`config.mk`:
```
export PLATFORM = sky130hd
export DESIGN_NAME = fuzzification_2
export DESIGN_NICKNAME = d
export VERILOG_FILES = /design/src/rtl/fuzzification_2.sv
export SDC_FILE = /design/constraint.sdc
export NUM_CORES = 1
export LEC_CHECK = 0
export ABC_AREA = 1
export CORE_ASPECT_RATIO = 0.5
export CORE_UTILIZATION = 55
export DETAILED_ROUTE_END_ITERATION = 8
export PLACE_DENSITY = 0.79
export SLEW_MARGIN = 20
export SYNTH_ARGS = -nofsm -noshare
export SYNTH_HDL_FRONTEND = slang
export SYNTH_SLANG_ARGS = --single-unit
```
`constraint.sdc`:
```
create_clock -name clk -period 2.6 [get_ports clk]
set_input_delay 0.39 -clock clk [delete_from_list [all_inputs] [get_ports clk]]
set_output_delay 0.39 -clock clk [all_outputs]
set_load 0.005 [all_outputs]
```
`src/rtl/fuzzification_2.sv`:
```
// Crisp-to-fuzzy front end: forms ec from successive error samples and maps e/ec
// onto 17-level fuzzy indices (0 = +8, 8 = ZE, 16 = -8) through a two-stage pipeline.
module fuzzification_2 #(
   parameter int IN_W     = 16,
   parameter int E_SHIFT  = 8,
   parameter int EC_SHIFT = 6
) (
   input  logic                   clk,
   input  logic                   rst_n,
   input  logic                   clear,
   input  logic                   in_valid,
   input  logic signed [IN_W-1:0] in_data,
   output logic                   in_ready,
   output logic                   out_valid,
   input  logic                   out_ready,
   output logic [4:0]             fuzzy_e,
   output logic [4:0]             fuzzy_ec,
   output logic                   sat_flag,
   output logic [7:0]             sat_cnt
);

   // Valid/ready: a word moves when valid && ready are both high at a rising edge;
   // the output pair stays frozen while out_valid && !out_ready.

   localparam logic signed [IN_W:0] Q_MAX = (IN_W+1)'(8);
   localparam logic signed [IN_W:0] Q_MIN = -Q_MAX;

   // Returns {clipped, index}; floor comes from the arithmetic shift.
   function automatic logic [5:0] quantize(input logic signed [IN_W:0] v,
                                           input int unsigned sh);
      logic signed [IN_W:0] q;
      logic signed [4:0]    qs;
      logic                 clip;
      q    = v >>> sh;
      clip = 1'b1;
      if (q > Q_MAX)      qs = 5'sd8;
      else if (q < Q_MIN) qs = -5'sd8;
      else begin
         qs   = q[4:0];
         clip = 1'b0;
      end
      return {clip, 5'd8 - qs};
   endfunction

   logic                   s1_valid_q, s1_valid_d;
   logic signed [IN_W-1:0] e1_q, e1_d;
   logic signed [IN_W:0]   ec1_q, ec1_d;
   logic signed [IN_W-1:0] e_prev_q, e_prev_d;
   logic                   first_q, first_d;
   logic                   out_valid_q, out_valid_d;
   logic [4:0]             fe_q, fe_d;
   logic [4:0]             fec_q, fec_d;
   logic                   sat_q, sat_d;
   logic [7:0]             cnt_q, cnt_d;

   logic       out_adv;
   logic       in_xfer;
   logic [5:0] qe;
   logic [5:0] qec;

   assign out_adv  = !out_valid_q || out_ready;
   assign in_ready = rst_n && (!s1_valid_q || out_adv);
   assign in_xfer  = in_valid && in_ready;
   assign qe       = quantize({e1_q[IN_W-1], e1_q}, E_SHIFT);
   assign qec      = quantize(ec1_q, EC_SHIFT);

   always_comb begin
      s1_valid_d  = s1_valid_q;
      e1_d        = e1_q;
      ec1_d       = ec1_q;
      e_prev_d    = e_prev_q;
      first_d     = first_q;
      out_valid_d = out_valid_q;
      fe_d        = fe_q;
      fec_d       = fec_q;
      sat_d       = sat_q;
      cnt_d       = cnt_q;
      if (clear) begin
         // Flush wins over a same-cycle input transfer; sat_cnt survives.
         s1_valid_d  = 1'b0;
         out_valid_d = 1'b0;
         first_d     = 1'b1;
         e_prev_d    = '0;
      end else begin
         if (in_xfer) begin
            e1_d       = in_data;
            ec1_d      = first_q ? '0
                       : ({in_data[IN_W-1], in_data} - {e_prev_q[IN_W-1], e_prev_q});
            e_prev_d   = in_data;
            first_d    = 1'b0;
            s1_valid_d = 1'b1;
         end else if (out_adv) begin
            s1_valid_d = 1'b0;
         end
         if (out_adv) begin
            out_valid_d = s1_valid_q;
            if (s1_valid_q) begin
               fe_d  = qe[4:0];
               fec_d = qec[4:0];
               sat_d = qe[5] | qec[5];
               if ((qe[5] | qec[5]) && (cnt_q != 8'hFF)) cnt_d = cnt_q + 8'd1;
            end
         end
      end
   end

   always_ff @(posedge clk) begin
      if (!rst_n) begin
         s1_valid_q  <= 1'b0;
         e1_q        <= '0;
         ec1_q       <= '0;
         e_prev_q    <= '0;
         first_q     <= 1'b1;
         out_valid_q <= 1'b0;
         fe_q        <= 5'd8;
         fec_q       <= 5'd8;
         sat_q       <= 1'b0;
         cnt_q       <= 8'd0;
      end else begin
         s1_valid_q  <= s1_valid_d;
         e1_q        <= e1_d;
         ec1_q       <= ec1_d;
         e_prev_q    <= e_prev_d;
         first_q     <= first_d;
         out_valid_q <= out_valid_d;
         fe_q        <= fe_d;
         fec_q       <= fec_d;
         sat_q       <= sat_d;
         cnt_q       <= cnt_d;
      end
   end

   assign out_valid = out_valid_q;
   assign fuzzy_e   = fe_q;
   assign fuzzy_ec  = fec_q;
   assign sat_flag  = sat_q;
   assign sat_cnt   = cnt_q;

endmodule

```
After elaboration in Yosys (flattened, before gate mapping):

Cells that the tools add are included.

* flip-flop bits (word level): 71

* add/subtract/negate cells: 4
* $lt $le $gt $ge: 4
* eq/ne operators: 1
* multiplexer cells: 11
* bitwise logic cells: 3
* reductions and logical operators: 12

Operators by type and width (count)
* $mux 5: 4
* $mux 17: 1
* $sub 16x16->17: 1
* $gt 11x5->1 const B: 1
* $lt 11x4->1 const B: 1
* $sub 4x5->5 const A: 2
* $add 8x1->8 const B: 1
* $gt 8x5->1 const B: 1
* $lt 8x4->1 const B: 1
* $ne 8x8->1 const B: 1
* $mux 1: 6
* $reduce_and 4->1: 1
* $logic_and 1x1->1: 3
* $reduce_and 3->1: 1
* $logic_not 1->1: 2
* $logic_or 1x1->1: 2
* $not 1->1: 2
* $reduce_and 2->1: 1
* $reduce_bool 2->1: 1
* $reduce_or 2->1: 1
* $or 1x1->1: 1

Logic depth before layout (Yosys ltp):

* depth after elaboration: 6
* mapped depth: 14
* depth with buffers taken out: 14

Least setup slack after synthesis:

OpenSTA, ideal clock, no wires.

* path kind: input port to flip-flop
* from: in in_data[2]
* to: reg ec1_q[9]
* library setup time: 134 ps
* arrival: 1564 ps
* required time: 2466 ps
* path slack: 902 ps
* stages: 8
* buffers on the path: 0
* cells stage by stage: ha_1 -> a21oi_1 -> nor2_1 -> o21ai_0 -> nand3_1 -> or2_2 -> nand3_1 -> a21oi_1

* longest elaborated chain between the ends: 2

Ends and longest elaborated chain
* start: declaration: line 12 `input logic signed [IN_W-1:0] in_data,`
* $sub 16x16->17: line 88 `: ({in_data[IN_W-1], in_data} - {e_prev_q[IN_W-1], e_prev_q});`
* $mux 17: line 87 `ec1_d = first_q ? '0`
* end signal: assignment: line 111 `ec1_q <= '0;`
* end signal: assignment: line 122 `ec1_q <= ec1_d;`
* end: declaration: line 47 `logic signed [IN_W:0] ec1_q, ec1_d;`

No other way between the ends.
A chain may end at the register's enable or synchronous reset.

Worst setup path in the final report:

* from: in out_ready
* to: out in_ready

* longest elaborated chain between the ends: 3

Ends and longest elaborated chain
* start: declaration: line 15 `input logic out_ready,`
* $logic_or 1x1->1: line 61 `assign out_adv = !out_valid_q || out_ready;`
* $logic_or 1x1->1: line 62 `assign in_ready = rst_n && (!s1_valid_q || out_adv);`
* $logic_and 1x1->1: line 62
* end: declaration: line 13 `output logic in_ready,`

No other way between the ends.

==> results.py <==
metrics = {
    "outcome": {
        "status": "finished, violations left",
        "violations": "DRC",
    },
    "synth": {
        "synth_top_area_share_pct": 34.40,
        "yosysTopAreaCell": "dfxtp_1",
        "netlist_area_sq_um": 3317,
        "syn-num-nets": 519,
        "synth_mux_area_share_pct": 0,
        "synth-xor-area-share_pct": 2.376,
        "ys_types": 37,
        "synth.yosys.warnings": 0,
        "synth-compound-area-share_pct": 16.45,
        "synth_area_per_cell_sq_um": 6.910,
        "ys_ff_latch": 57,
        "synth_top_family_by_area": "simple AND/OR/NAND/NOR gates",
        "synth_area_leaders": "dfxtp_1 34%, nand2_1 12%, a21oi_1 8.0%, inv_1 7.1%, ha_1 6.8%",
        "ys_seq_area_share_pct": 34.40,
        "yosys.area_share.simple_pct": 30.29,
        "synth_adder_area_share_pct": 6.790,
        "synth_cells": 480,
    },
    "place": {
        "gp_congestion": 0.9733,
        "dp_hpwl_mm": 5.649,
        "port_buffers": 41,
    },
    "layout": {
        "final_common_cell": "nand2_1",
        "fin_util_pct": 72.42,
        "antenna_cells": 0,
        "drive_gt1_share_pct": 7.372,
        "fin_nets": 563,
        "areaGrowthSynthToFinish_pct": 23.01,
        "layout_common_cells": "105 x nand2_1, 63 x inv_1, 57 x dfxtp_1",
    },
    "worst_setup_path": {
        "r2r_cells": 11,
        "rr_startpoint": "ec1_q[9]",
        "r2r_end": "fuzzy_ec[4]",
        "slowest_stage": "clkdlybuf4s50_1",
        "cp-end-kind": "output port",
        "critPathMaxFanout": 3,
        "start_kind": "input port",
        "crit_type": "input port to output port",
        "slowest_delay_ps": 490,
        "regToRegSetupSlack_ps": 820,
        "path_cells": "clkdlybuf4s50_1 -> inv_1 -> nand2_2 -> nor2_1 -> inv_1 -> nand2_2 -> inv_1 -> clkdlybuf4s50_1",
        "arrival_ps": 1730,
        "required_ps": 2210,
        "crit_path_frequent_cell": "inv_1",
    },
    "pwr": {
        "peakVddDrop_v": 0.0004533,
        "powerDensity_nw_per_um2": 596.3,
        "p_leak_nw": 1.683,
    },
    "floorplan": {
        "dieArea_sq_um": 6365,
        "start_util_pct": 58.87,
        "fp-row-count": 19,
        "die_h_um": 56.92,
        "die_width_um": 111.8,
        "fp.coreArea_sq_um": 5634,
        "io_pins": 42,
    },
    "timing": {
        "hold_viol": 0,
        "worst_clock_skew_ps": 4.158,
        "setup_violations": 0,
        "relSlewSlack_pct": 67.79,
        "setup_tns_ps": 0,
        "max_freq_ghz": 0.4717,
        "slew_violations": 0,
        "min_period_ps": 2120,
        "worst_pin_slew_ps": 482.5,
        "min_period_over_period_pct": 81.54,
        "rsz0062_at_grt": "no",
    },
    "worst_hold_path": {
        "holdCritStartpoint": "e_prev_q[6]",
        "min_path_cells": 2,
        "hp-class": "flop to flop",
        "whs_endpoint": "e_prev_q[6]",
    },
    "clocking": {
        "cts_tree": "built",
        "postCtsSetupBuffers": 0,
        "ctsResizeCount": 0,
        "clock_latency_ps": 330,
        "clkSinkCount": 57,
        "root_buffer": "clkbuf_16",
        "cts_hold_buf": 0,
        "cts_buffer_depth": 2,
        "numCtsBuffers": 9,
        "cts_max_level": 3,
        "clk_pin_slew_ps": 50,
    },
    "route": {
        "wire_per_inst_um": 13.03,
        "firstDrtPassIters": 6,
        "drt-total-wl_mm": 7.842,
        "drtIter0Drc": 283,
        "drcViolationCount": 3,
        "avgViaCountPerCell": 5.370,
        "ant_nets": 0,
        "vias": 3233,
    },
    "flow_run": {
        "cap_violations": 0,
    },
    "global_routing": {
        "grt_start_max_net_pins": 32,
        "grt_pass1_wl_mm": 13.31,
        "met1_usage_pct": 34.95,
        "first_global_vias": 2859,
        "met3_usage_pct": 8.423,
        "grt_overflow": 0,
        "grtUsageTotal_pct": 27.17,
        "grt_use_met2_pct": 43.03,
        "antenna_found_initial": 0,
        "top_usage_layer": "met2",
    },
}
cell families (layout without fill, tap and decap cells):
family,after synthesis,in the layout
xor gates and xnor gates,9,9
DFF,57,57
AOI/OAI and AO/OA,97,97
adders and majority gates,18,18
buffers and inverters,79,128
and+or+nand+nor,220,220
critical path: cells and delay by family:
kind	cells	cell delay [ps]
buf+inv	5	1120
simple gates	3	220
cells in the mapped netlist, drive strengths merged:
cell	number
a211oi	7
a21oi	55
a221oi	2
a31oi	1
and2	2
buf	10
clkbuf	3
clkinv	1
dfxtp	57
ha	18
inv	65
nand2	110
nand3	37
nand3b	1
nand4	10
nor2	47
nor3	7
nor4	3
o211ai	1
o21a	1
o21ai	26
o21bai	4
or2	3
xor2	9
final cells by class:
type,count,area [sq um]
inverters,66,247.7
repair buffers,46,447.9
clock inverters,5,55.05
clock buffers,11,242.7
well taps,73,91.34
flip-flops and latches,57,1141
fillers,490,1554
multi-input cells,344,1854
flip-flops by register name (all words and copies together) (netlist names):
signal / flops
first_q: 1
fuzzy_ec: 5
ec1_q: 11
e_prev_q: 16
fuzzy_e: 5
out_valid: 1
sat_cnt: 8
e1_q: 8
s1_valid_q: 1
sat_flag: 1
worst max-delay path by stage:
stage / cells after the start / end / slack, ps / start
detailed placement: 9 / ec1_q[9] / 380 / in_data[2]
floorplan: 8 / ec1_q[9] / 900 / in_data[2]
finish: 8 / in_ready / 480 / out_ready
CTS: 8 / in_ready / 470 / out_ready
global placement: 10 / ec1_q[13] / 380 / in_data[8]
global route: 8 / in_ready / 400 / out_ready
per-layer routing:
metal | wire, um | up-vias | share of wire, %
met5 | 0 | - | 0
met4 | 132 | 0 | 1.7
met3 | 513 | 15 | 6.5
met2 | 3363 | 83 | 43
met1 | 3832 | 1457 | 49
li1 | - | 1678 | -
power breakdown:
| part | internal [mW] | total (mW) | switching, mW | leakage [nW] |
|---|---|---|---|---|
| clock | 0.763 | 1.18 | 0.416 | 0.142 |
| combinational | 0.137 | 0.344 | 0.207 | 1.08 |
| sequential | 0.898 | 0.910 | 0.0123 | 0.463 |
metrics by stage:
step	hold WS [ps]	area, sq um	power [mW]	setup WS (ps)	cells
final	451.6	4080	2.433	479.8	602
after global routing	477.6	4080	2.531	404.3	602
after CTS	455.3	4080	2.452	474.9	602
after detailed placement	448.0	3782	1.266	376.8	586
after global placement	444.8	3782	1.262	381.8	586
after floorplan	433.1	3317	1.159	902.4	480
(Power assumes the default switching activity.)
